**config.mk**
```make
export PLATFORM = sky130hd
export DESIGN_NAME = vx_fp_classify_pipe_flat
export DESIGN_NICKNAME = d
export VERILOG_FILES = /design/src/rtl/vx_fp_classify_pipe_pkg.sv /design/src/rtl/vx_fp_classify_pipe_if.sv /design/src/rtl/vx_fp_class_decode.sv /design/src/rtl/vx_fp_classify_pipe.sv /design/src/flat_wrapper.sv
export SDC_FILE = /design/constraint.sdc
export NUM_CORES = 1
export LEC_CHECK = 0
export BUFFER_PORTS_ARGS = -buffer_cell sky130_fd_sc_hd__buf_2
export CAP_MARGIN = 15
export CORE_AREA = 3 3 125 127
export DETAILED_ROUTE_END_ITERATION = 7
export DIE_AREA = 0 0 128 130
export PLACE_DENSITY = 0.88
export SYNTH_ARGS = -nofsm -noshare
export SYNTH_HDL_FRONTEND = slang
export SYNTH_SLANG_ARGS = --single-unit
```
**constraint.sdc**
```tcl
create_clock -name clk -period 4.2 [get_ports clk]
set_input_delay 0.42 -clock clk [delete_from_list [all_inputs] [get_ports clk]]
set_output_delay 0.42 -clock clk [all_outputs]
set_load 0.01 [all_outputs]
```
**src/rtl/vx_fp_classify_pipe_pkg.sv**
```systemverilog
// Shared FPU definitions: FCLASS mask bit positions, format codes and field widths.
package vx_fp_classify_pipe_pkg;

    localparam int unsigned FCLASS_WIDTH    = 10;
    localparam int unsigned FCLASS_NEG_INF  = 0;
    localparam int unsigned FCLASS_NEG_NORM = 1;
    localparam int unsigned FCLASS_NEG_SUB  = 2;
    localparam int unsigned FCLASS_NEG_ZERO = 3;
    localparam int unsigned FCLASS_POS_ZERO = 4;
    localparam int unsigned FCLASS_POS_SUB  = 5;
    localparam int unsigned FCLASS_POS_NORM = 6;
    localparam int unsigned FCLASS_POS_INF  = 7;
    localparam int unsigned FCLASS_SNAN     = 8;
    localparam int unsigned FCLASS_QNAN     = 9;

    localparam logic FMT_S = 1'b0;
    localparam logic FMT_D = 1'b1;

    localparam int unsigned FP32_EXP_BITS = 8;
    localparam int unsigned FP32_MAN_BITS = 23;
    localparam int unsigned FP64_EXP_BITS = 11;
    localparam int unsigned FP64_MAN_BITS = 52;

    typedef logic [FCLASS_WIDTH-1:0] fclass_t;

    // One-hot mask with only bit idx set.
    function automatic fclass_t fclass_bit(input int unsigned idx);
        return fclass_t'(1) << idx;
    endfunction

    localparam fclass_t FCLASS_CANON_NAN = fclass_t'(1) << FCLASS_QNAN;

endpackage

```
**src/rtl/vx_fp_classify_pipe_if.sv**
```systemverilog
// Request/response bundle of the classify unit; master = FPU side, slave = unit.
interface vx_fp_classify_pipe_if
    import vx_fp_classify_pipe_pkg::*;
#(
    parameter int unsigned NUM_LANES = 4,
    parameter int unsigned TAG_WIDTH = 8
);
    logic                              valid_in;
    logic                              ready_in;
    logic                              fmt_in;
    logic [NUM_LANES-1:0]              lane_mask_in;
    logic [NUM_LANES*64-1:0]           data_in;
    logic [TAG_WIDTH-1:0]              tag_in;
    logic                              valid_out;
    logic                              ready_out;
    logic [NUM_LANES*FCLASS_WIDTH-1:0] class_out;
    logic [TAG_WIDTH-1:0]              tag_out;

    modport master (
        output valid_in, fmt_in, lane_mask_in, data_in, tag_in, ready_out,
        input  ready_in, valid_out, class_out, tag_out
    );

    modport slave (
        input  valid_in, fmt_in, lane_mask_in, data_in, tag_in, ready_out,
        output ready_in, valid_out, class_out, tag_out
    );

endinterface

```
**src/rtl/vx_fp_class_decode.sv**
```systemverilog
// Combinational FCLASS decode of one IEEE operand given as sign/exponent/mantissa.
module vx_fp_class_decode
    import vx_fp_classify_pipe_pkg::*;
#(
    parameter int unsigned EXP_BITS = 8,
    parameter int unsigned MAN_BITS = 23
) (
    input  logic                sign,
    input  logic [EXP_BITS-1:0] exponent,
    input  logic [MAN_BITS-1:0] mantissa,
    output fclass_t             class_mask
);

    logic exp_zero;
    logic exp_ones;
    logic man_zero;

    assign exp_zero = (exponent == '0);
    assign exp_ones = &exponent;
    assign man_zero = (mantissa == '0);

    // Pick the single class bit from the exponent/mantissa corner cases.
    always_comb begin
        class_mask = '0;
        if (exp_ones) begin
            if (man_zero) begin
                class_mask = fclass_bit(sign ? FCLASS_NEG_INF : FCLASS_POS_INF);
            end else if (mantissa[MAN_BITS-1]) begin
                class_mask = fclass_bit(FCLASS_QNAN);
            end else begin
                class_mask = fclass_bit(FCLASS_SNAN);
            end
        end else if (exp_zero) begin
            if (man_zero) begin
                class_mask = fclass_bit(sign ? FCLASS_NEG_ZERO : FCLASS_POS_ZERO);
            end else begin
                class_mask = fclass_bit(sign ? FCLASS_NEG_SUB : FCLASS_POS_SUB);
            end
        end else begin
            class_mask = fclass_bit(sign ? FCLASS_NEG_NORM : FCLASS_POS_NORM);
        end
    end

endmodule

```
**src/rtl/vx_fp_classify_pipe.sv**
```systemverilog
// Multi-lane FCLASS.S/FCLASS.D unit: decode, then a LATENCY-deep stallable register chain.
module vx_fp_classify_pipe
    import vx_fp_classify_pipe_pkg::*;
#(
    parameter int unsigned NUM_LANES = 4,
    parameter int unsigned TAG_WIDTH = 8,
    parameter int unsigned LATENCY   = 2
) (
    input  logic                  clk,
    input  logic                  reset,
    vx_fp_classify_pipe_if.slave  io
);

    localparam int unsigned CW = NUM_LANES * FCLASS_WIDTH;

    if (LATENCY < 1 || LATENCY > 4) begin : g_latency_check
        $error("vx_fp_classify_pipe: LATENCY must be in 1..4");
    end

    logic [CW-1:0] lane_class;

    for (genvar i = 0; i < NUM_LANES; i++) begin : g_lane
        logic [63:0] op;
        logic        boxed;
        fclass_t     cls_s;
        fclass_t     cls_d;
        fclass_t     cls;

        assign op    = io.data_in[64*i +: 64];
        assign boxed = &op[63:32];

        vx_fp_class_decode #(
            .EXP_BITS (FP32_EXP_BITS),
            .MAN_BITS (FP32_MAN_BITS)
        ) u_dec_s (
            .sign       (op[31]),
            .exponent   (op[30:23]),
            .mantissa   (op[22:0]),
            .class_mask (cls_s)
        );

        vx_fp_class_decode #(
            .EXP_BITS (FP64_EXP_BITS),
            .MAN_BITS (FP64_MAN_BITS)
        ) u_dec_d (
            .sign       (op[63]),
            .exponent   (op[62:52]),
            .mantissa   (op[51:0]),
            .class_mask (cls_d)
        );

        // Select by format; a badly boxed single reads as the canonical qNaN.
        always_comb begin
            cls = '0;
            if (io.lane_mask_in[i]) begin
                case (io.fmt_in)
                    FMT_S:   cls = boxed ? cls_s : FCLASS_CANON_NAN;
                    FMT_D:   cls = cls_d;
                    default: cls = '0;
                endcase
            end
        end

        assign lane_class[FCLASS_WIDTH*i +: FCLASS_WIDTH] = cls;
    end

    logic                 valid_q [LATENCY];
    logic [TAG_WIDTH-1:0] tag_q   [LATENCY];
    logic [CW-1:0]        class_q [LATENCY];
    logic                 stall;

    // Whole chain freezes while the last stage is held by the consumer.
    assign stall = valid_q[LATENCY-1] && !io.ready_out;

    // Pipeline register chain; stage 0 captures decoded masks, later stages only delay.
    always_ff @(posedge clk) begin
        if (reset) begin
            for (int s = 0; s < LATENCY; s++) begin
                valid_q[s] <= 1'b0;
                tag_q[s]   <= '0;
                class_q[s] <= '0;
            end
        end else if (!stall) begin
            valid_q[0] <= io.valid_in;
            tag_q[0]   <= io.tag_in;
            class_q[0] <= lane_class;
            for (int s = 1; s < LATENCY; s++) begin
                valid_q[s] <= valid_q[s-1];
                tag_q[s]   <= tag_q[s-1];
                class_q[s] <= class_q[s-1];
            end
        end
    end

    assign io.ready_in  = !stall;
    assign io.valid_out = valid_q[LATENCY-1];
    assign io.tag_out   = tag_q[LATENCY-1];
    assign io.class_out = class_q[LATENCY-1];

endmodule

```
**src/flat_wrapper.sv**
```systemverilog
// flat-port wrapper written by rule: the top's interface ports become plain ports
module vx_fp_classify_pipe_flat import vx_fp_classify_pipe_pkg::*;
#(
    parameter int unsigned NUM_LANES = 4,
    parameter int unsigned TAG_WIDTH = 8,
    parameter int unsigned LATENCY   = 2
)
  (clk, reset, io_valid_in, io_fmt_in, io_lane_mask_in, io_data_in, io_tag_in, io_ready_out, io_ready_in, io_valid_out, io_class_out, io_tag_out);
  vx_fp_classify_pipe_if #(.NUM_LANES(NUM_LANES), .TAG_WIDTH(TAG_WIDTH)) io_i ();
  input  logic clk;
  input  logic reset;
  input wire logic [$bits(io_i.valid_in)-1:0] io_valid_in;
  input wire logic [$bits(io_i.fmt_in)-1:0] io_fmt_in;
  input wire logic [$bits(io_i.lane_mask_in)-1:0] io_lane_mask_in;
  input wire logic [$bits(io_i.data_in)-1:0] io_data_in;
  input wire logic [$bits(io_i.tag_in)-1:0] io_tag_in;
  input wire logic [$bits(io_i.ready_out)-1:0] io_ready_out;
  output wire logic [$bits(io_i.ready_in)-1:0] io_ready_in;
  output wire logic [$bits(io_i.valid_out)-1:0] io_valid_out;
  output wire logic [$bits(io_i.class_out)-1:0] io_class_out;
  output wire logic [$bits(io_i.tag_out)-1:0] io_tag_out;
  assign io_i.valid_in = io_valid_in;
  assign io_i.fmt_in = io_fmt_in;
  assign io_i.lane_mask_in = io_lane_mask_in;
  assign io_i.data_in = io_data_in;
  assign io_i.tag_in = io_tag_in;
  assign io_i.ready_out = io_ready_out;
  assign io_ready_in = io_i.ready_in;
  assign io_valid_out = io_i.valid_out;
  assign io_class_out = io_i.class_out;
  assign io_tag_out = io_i.tag_out;
  vx_fp_classify_pipe #(.NUM_LANES(NUM_LANES), .TAG_WIDTH(TAG_WIDTH), .LATENCY(LATENCY)) u_core (.clk(clk), .reset(reset), .io(io_i));
endmodule
```
==> results of run 1 <==
-- report_power, final --
part	internal [mW]	switching, mW
registers	1.11	0.00994
clock network	0.453	0.327
logic	0.148	0.176
-- Yosys cell counts, drive strengths merged, types with 13 or more instances --
| library cell | number | area, µm² |
|---|---|---|
| nor2 | 36 | 135.1 |
| nand2 | 41 | 153.9 |
| o21ai | 16 | 80.07 |
| nand4 | 36 | 225.2 |
| inv | 22 | 82.58 |
| edfxtp | 98 | 2943 |
| and2 | 61 | 381.6 |
| a21oi | 19 | 95.09 |
| buf | 53 | 394.1 |
| or3 | 13 | 86.33 |
| nor3 | 28 | 150.1 |
| nand3 | 33 | 165.2 |
| nor4 | 61 | 387.9 |
| ha | 24 | 300.3 |
-- through the flow --
step	setup WS, ns	instance area [µm²]
after floorplan	1.101	6406
after global placement	0.7262	7850
after detailed placement	0.6199	7850
after CTS	0.9642	8135
after global routing	0.7614	8143
final	0.8939	8143
-- state kept, by name (all words and copies together) (netlist names) --
register        cells
u_core.valid_q      2
u_core.tag_q       16
u_core.class_q     80
-- metal layers --
layer | share of wire | routed length, µm
met1 | 0.41 | 7985
met5 | 0 | 0
met3 | 0.081 | 1586
met2 | 0.49 | 9494
met4 | 0.023 | 453
-- worst max path at each step --
stage	startpoint	cells after the start	slack (ns)	endpoint
floorplan	io_data_in[139]	10	1.10	u_core.class_q[0][27]
CTS	io_data_in[145]	11	0.96	u_core.class_q[0][27]
global route	io_data_in[145]	11	0.76	u_core.class_q[0][27]
finish	io_data_in[145]	11	0.89	u_core.class_q[0][27]
global placement	io_data_in[145]	11	0.73	u_core.class_q[0][27]
detailed placement	io_data_in[145]	11	0.62	u_core.class_q[0][27]
-- area by class of cell --
class                           instances  area, µm²
Clock buffer                            9      225.2
Clock inverter                          7      60.06
Tap cell                              184      230.2
Fill cell                            1311       6391
Sequential cell                        98       2943
Inverter                               22      82.58
Antenna cell                            3      7.507
Timing Repair Buffer                  325       1634
Multi-Input combinational cell        462       2960
-- cell families (layout without fill, tap and decap cells) --
kind of cell    count (synthesis)  count (layout)  share of synthesized area
compound gates                 90              90                     0.1000
fa+ha+maj                      24              24                    0.04688
buf+inv                        83             363                    0.07910
flops                          98              98                     0.4594
mux                             2               2                   0.003125
other cells                     0               3                          0
simple gates                  346             346                     0.3115
==> results.cfg, run 1 <==
[global_route]
grt_use_met1 = 0.2988
grt_overflow = 0
grt_util_all_layers = 0.2230
antenna_found_initial = 3
met2_usage = 0.3644
grt_max_degree = 50
busiest_layer = met2
grt_first_pass_wirelength_mm = 29.33
use_met3 = 0.03930
grt_pass1_vias = 5979

[logic_synthesis]
synth-edff-count = 98
syn-num-nets = 940
yosys_warnings = 0
ys.flop_type = edfxtp_1
avgSynthCellArea_um2 = 9.963
netlist_instances = 643
synthArstFlopShare = 0
synth_area_um2 = 6406
yosysSeqAreaShare = 0.4594
synth-seq-cells = 98
synth_cell_types = 54

[clock_network]
cts_max_level = 3
clock_sinks = 98
cts_tree = built
cts_root_buf = clkbuf_16
clkTransAtPathRegs_ns = 0.06
postCtsHoldBufs = 0
cts_resized = 0
post_cts_buffers = 0
clkLatencyLatePin_ns = 0.33
ctsLongestPathBuffers = 2
cts_buffers = 9

[detailed_routing]
avgRoutedWirePerCell_um = 17.59
vias_per_cell = 5.725
drtIter0Drc = 625
routed_wirelength_mm = 19.52
firstDrtPassIters = 5
dr_total_vias = 6355
drcViolationCount = 0
antenna_left = 0

[sta]
finalCriticalPeriod_ns = 3.306
clock.fmax_mhz = 302.5
relSlewSlack = 0.5160
hold_violations = 0
setup_viol = 0
tightest_slew_ns = 0.7205
slew_violations = 0
fin_worst_skew_ns = 0.006450
period_share = 0.7872
tns_ns = 0
hold_slack_ns = 0.3636
rsz0062_at_grt = no

[setup_path]
timing.rr.end = u_core.class_q[0][2]
worst_r2r_path_depth = 5
critPathLaunchType = input port
crit_required_ns = 4.40
worst-path-max-fanout = 7
cp-end-kind = flop
max_stage_delay_ns = 0.63
slowest_stage = or4_1
cp.arrival_ns = 3.51
crit_family = simple AND/OR/NAND/NOR gates
path_cells = buf_2 > nor4_1 > and4_1 > nand3_1 > or4_1 > ha_1 > or4b_1 > nor4_1 > o21ai_0 > a21oi_1 > a31o_1
cp_common_cell = nor4_1
r2r-start = u_core.valid_q[0][1]
crit_type = in2reg
ff2ff_setup_slack_ns = 1.55
path_buf_inv = 1

[finish]
utilization = 0.5603
stdcell_count = 1110
final_common_cell = buf_2
layout_common_cells = buf_2 (322), edfxtp_1 (98), and2_1 (61)
syn_to_final_growth_pct = 27.11
nets = 1215
drive_gt1_frac = 0.3846

[placed_design]
globalplace.congestion = 0.9629
portBuffers = 322
dp.cells = 1091
place_hpwl_mm = 15.96

[worst_hold_path]
worstHoldEndpoint = u_core.tag_q[0][7]
min_from = io_tag_in[7]
hold_path.class = in2reg
hold_depth = 2

[pwr]
p_total_mw = 2.227
leakage_nw = 3.578
p_per_area_nw_per_um2 = 273.4
peakVddDrop_uv = 212.0

[floorplanning]
coreArea_um2 = 14530
io_pins = 323
die_h_um = 130
num_rows = 44
die_area_um2 = 16640
chipWidth_um = 128
start_util = 0.4408

[run_status]
outcome = complete, no violations

[flow_run]
maxCapViolCount = 0
Note: power is estimated with default switching activity, not from simulation.
==> run 2: changes to the inputs <==
- clock period: 4.2 -> 3.1 ns (I/O delays scaled with it)
==> run 2 against run 1 <==
Against the previous run: utilization is 0.93 points higher; flip-flop and latch count is the same; sequential share of layout area is 0.59 points lower; global-route usage barely moved; register-to-register slack got worse by 0.61 ns; combinational power grew 36%; clock-buffer cell count up 1; non-clock buffer count grew 13; via count fell by 1.4%; critical path depth is 1 higher; critical path type unchanged; largest power group unchanged; highest routed layer unchanged.
==> results.cfg, run 2 (synthesis results as in run 1) <==
[detailed_routing]
drcViolationCount = 0
drtIter0Drc = 455
firstDrtPassIters = 5
routed_wirelength_mm = 19.37
antenna_left = 0
dr_total_vias = 6267
avgRoutedWirePerCell_um = 17.25
vias_per_cell = 5.581

[finish]
stdcell_count = 1123
syn_to_final_growth_pct = 29.22
largest_register_ffs = 80
nets = 1228
layout_common_cells = buf_2 (322), edfxtp_1 (98), and2_1 (61)
drive_gt1_frac = 0.3953
final_common_cell = buf_2
regMostFlops = u_core.class_q
fillers = 1292
fin_area_um2 = 8278
largestRegisters = u_core.class_q: 80 flops, u_core.tag_q: 16 flops, u_core.valid_q: 2 flops

[sta]
finalCriticalPeriod_ns = 2.889
relSlewSlack = 0.5927
tightest_slew_ns = 0.6062
hold_violations = 0
setup_viol = 0
rsz0062_at_grt = no
period_share = 0.9318
clock.fmax_mhz = 346.2
tns_ns = 0
fin_worst_skew_ns = 0.004833
slew_violations = 0
fin_ws_ns = 0.2113

[setup_path]
cp-end-kind = flop
max_stage_delay_ns = 0.58
cp.arrival_ns = 3.09
worst-path-max-fanout = 3
path_buf_inv = 2
slowest_stage = or4_1
cp_common_cell = nor4_1
crit_required_ns = 3.30
crit_family = simple AND/OR/NAND/NOR gates
path_cells = buf_2 > nor4_1 > and4_1 > nand3_1 > or4_1 > ha_1 > or4b_1 > nor4_1 > buf_4 > o21ai_0 > a21oi_1 > a31o_1
crit_type = in2reg
critPathLaunchType = input port

[run_status]
outcome = complete, no violations

[clock_network]
postCtsHoldBufs = 0
cts_root_buf = clkbuf_16
ctsLongestPathBuffers = 2
cts_buffers = 9
cts_tree = built
cts_max_level = 3
post_cts_buffers = 0
clkTransAtPathRegs_ns = 0.06
cts_resized = 0
clock_sinks = 98
clkLatencyLatePin_ns = 0.34

[placed_design]
place_area_um2 = 7960
pre_cts_slack_ns = -0.1030
portBuffers = 322
globalplace.congestion = 0.9328
dp.cells = 1104
place_hpwl_mm = 16.13

[floorplanning]
io_pins = 323
coreArea_um2 = 14530
die_h_um = 130
start_util = 0.4408
die_area_um2 = 16640
num_rows = 44
chipWidth_um = 128

[pwr]
netSwitchingFraction = 0.2238
pwr-share-clk = 0.369
combPwrFrac = 0.142
p_per_area_nw_per_um2 = 375.5
peakVddDrop_uv = 243.5
p_sw_mw = 0.6956
leakage_nw = 3.667
power.internal_mw = 2.413
seqPwrFrac = 0.490

[global_route]
grt_overflow = 0
grt_first_pass_wirelength_mm = 29.26
grt_max_degree = 44
grt_util_all_layers = 0.2232
antenna_found_initial = 3
grt_pass1_vias = 5997

[flow_run]
maxCapViolCount = 0

[worst_hold_path]
hold_path.class = in2reg
[run 2: routing by layer]
metal	track usage	share of wire
met2	0.3629	0.48
met4	0.1074	0.036
met1	0.2920	0.42
met5	0	0
met3	0.03643	0.067
[run 2: power by group through the flow]
stage / clock, mW / combinational, mW / sequential (mW)
global route: 1.22 / 0.483 / 1.53
global placement: 0 / 0.428 / 1.55
finish: 1.15 / 0.440 / 1.52
CTS: 1.17 / 0.437 / 1.52
floorplan: 0 / 0.188 / 1.55
detailed placement: 0 / 0.436 / 1.55
[run 2: layout make-up]
class	count	area (µm²)	share of cell area
clock buffers	10	229.0	0.02766
diodes	3	7.507	0.0009069
repair buffers	338	1744	0.2107
flip-flops and latches	98	2943	0.3555
inverters	22	82.58	0.009976
well taps	184	230.2	0.02781
clock inverters	6	81.33	0.009825
multi-input cells	462	2960	0.3576
[run 2: worst paths after layout]
path | from | endpoint | slack (ns) | depth (start not counted)
max | io_data_in[145] | u_core.class_q[0][27] | 0.21 | 12
min reg2reg | u_core.class_q[0][27] | u_core.class_q[0][67] | 0.52 | 1
min | io_valid_in | u_core.valid_q[0][0] | 0.25 | 2
max reg2reg | u_core.valid_q[0][1] | u_core.class_q[0][2] | 0.94 | 5
[run 2: worst reg2reg max path: stages (launching register included)]
cell and delay (ns):
edfxtp_1 0.38, nand2b_1 0.10, and2b_2 0.40, nand2_1 0.19, or4_4 0.62, o31ai_2 0.29
[run 2: stage by stage]
stage / util / hold WS, ns / total power [mW]
finish: 0.5696 / 0.2460 / 3.108
global placement: 0.5477 / 0.4993 / 1.976
floorplan: - / 0.4967 / 1.736
detailed placement: 0.5477 / 0.5025 / 1.988
global route: 0.5696 / 0.2411 / 3.228
CTS: 0.5690 / 0.2330 / 3.132
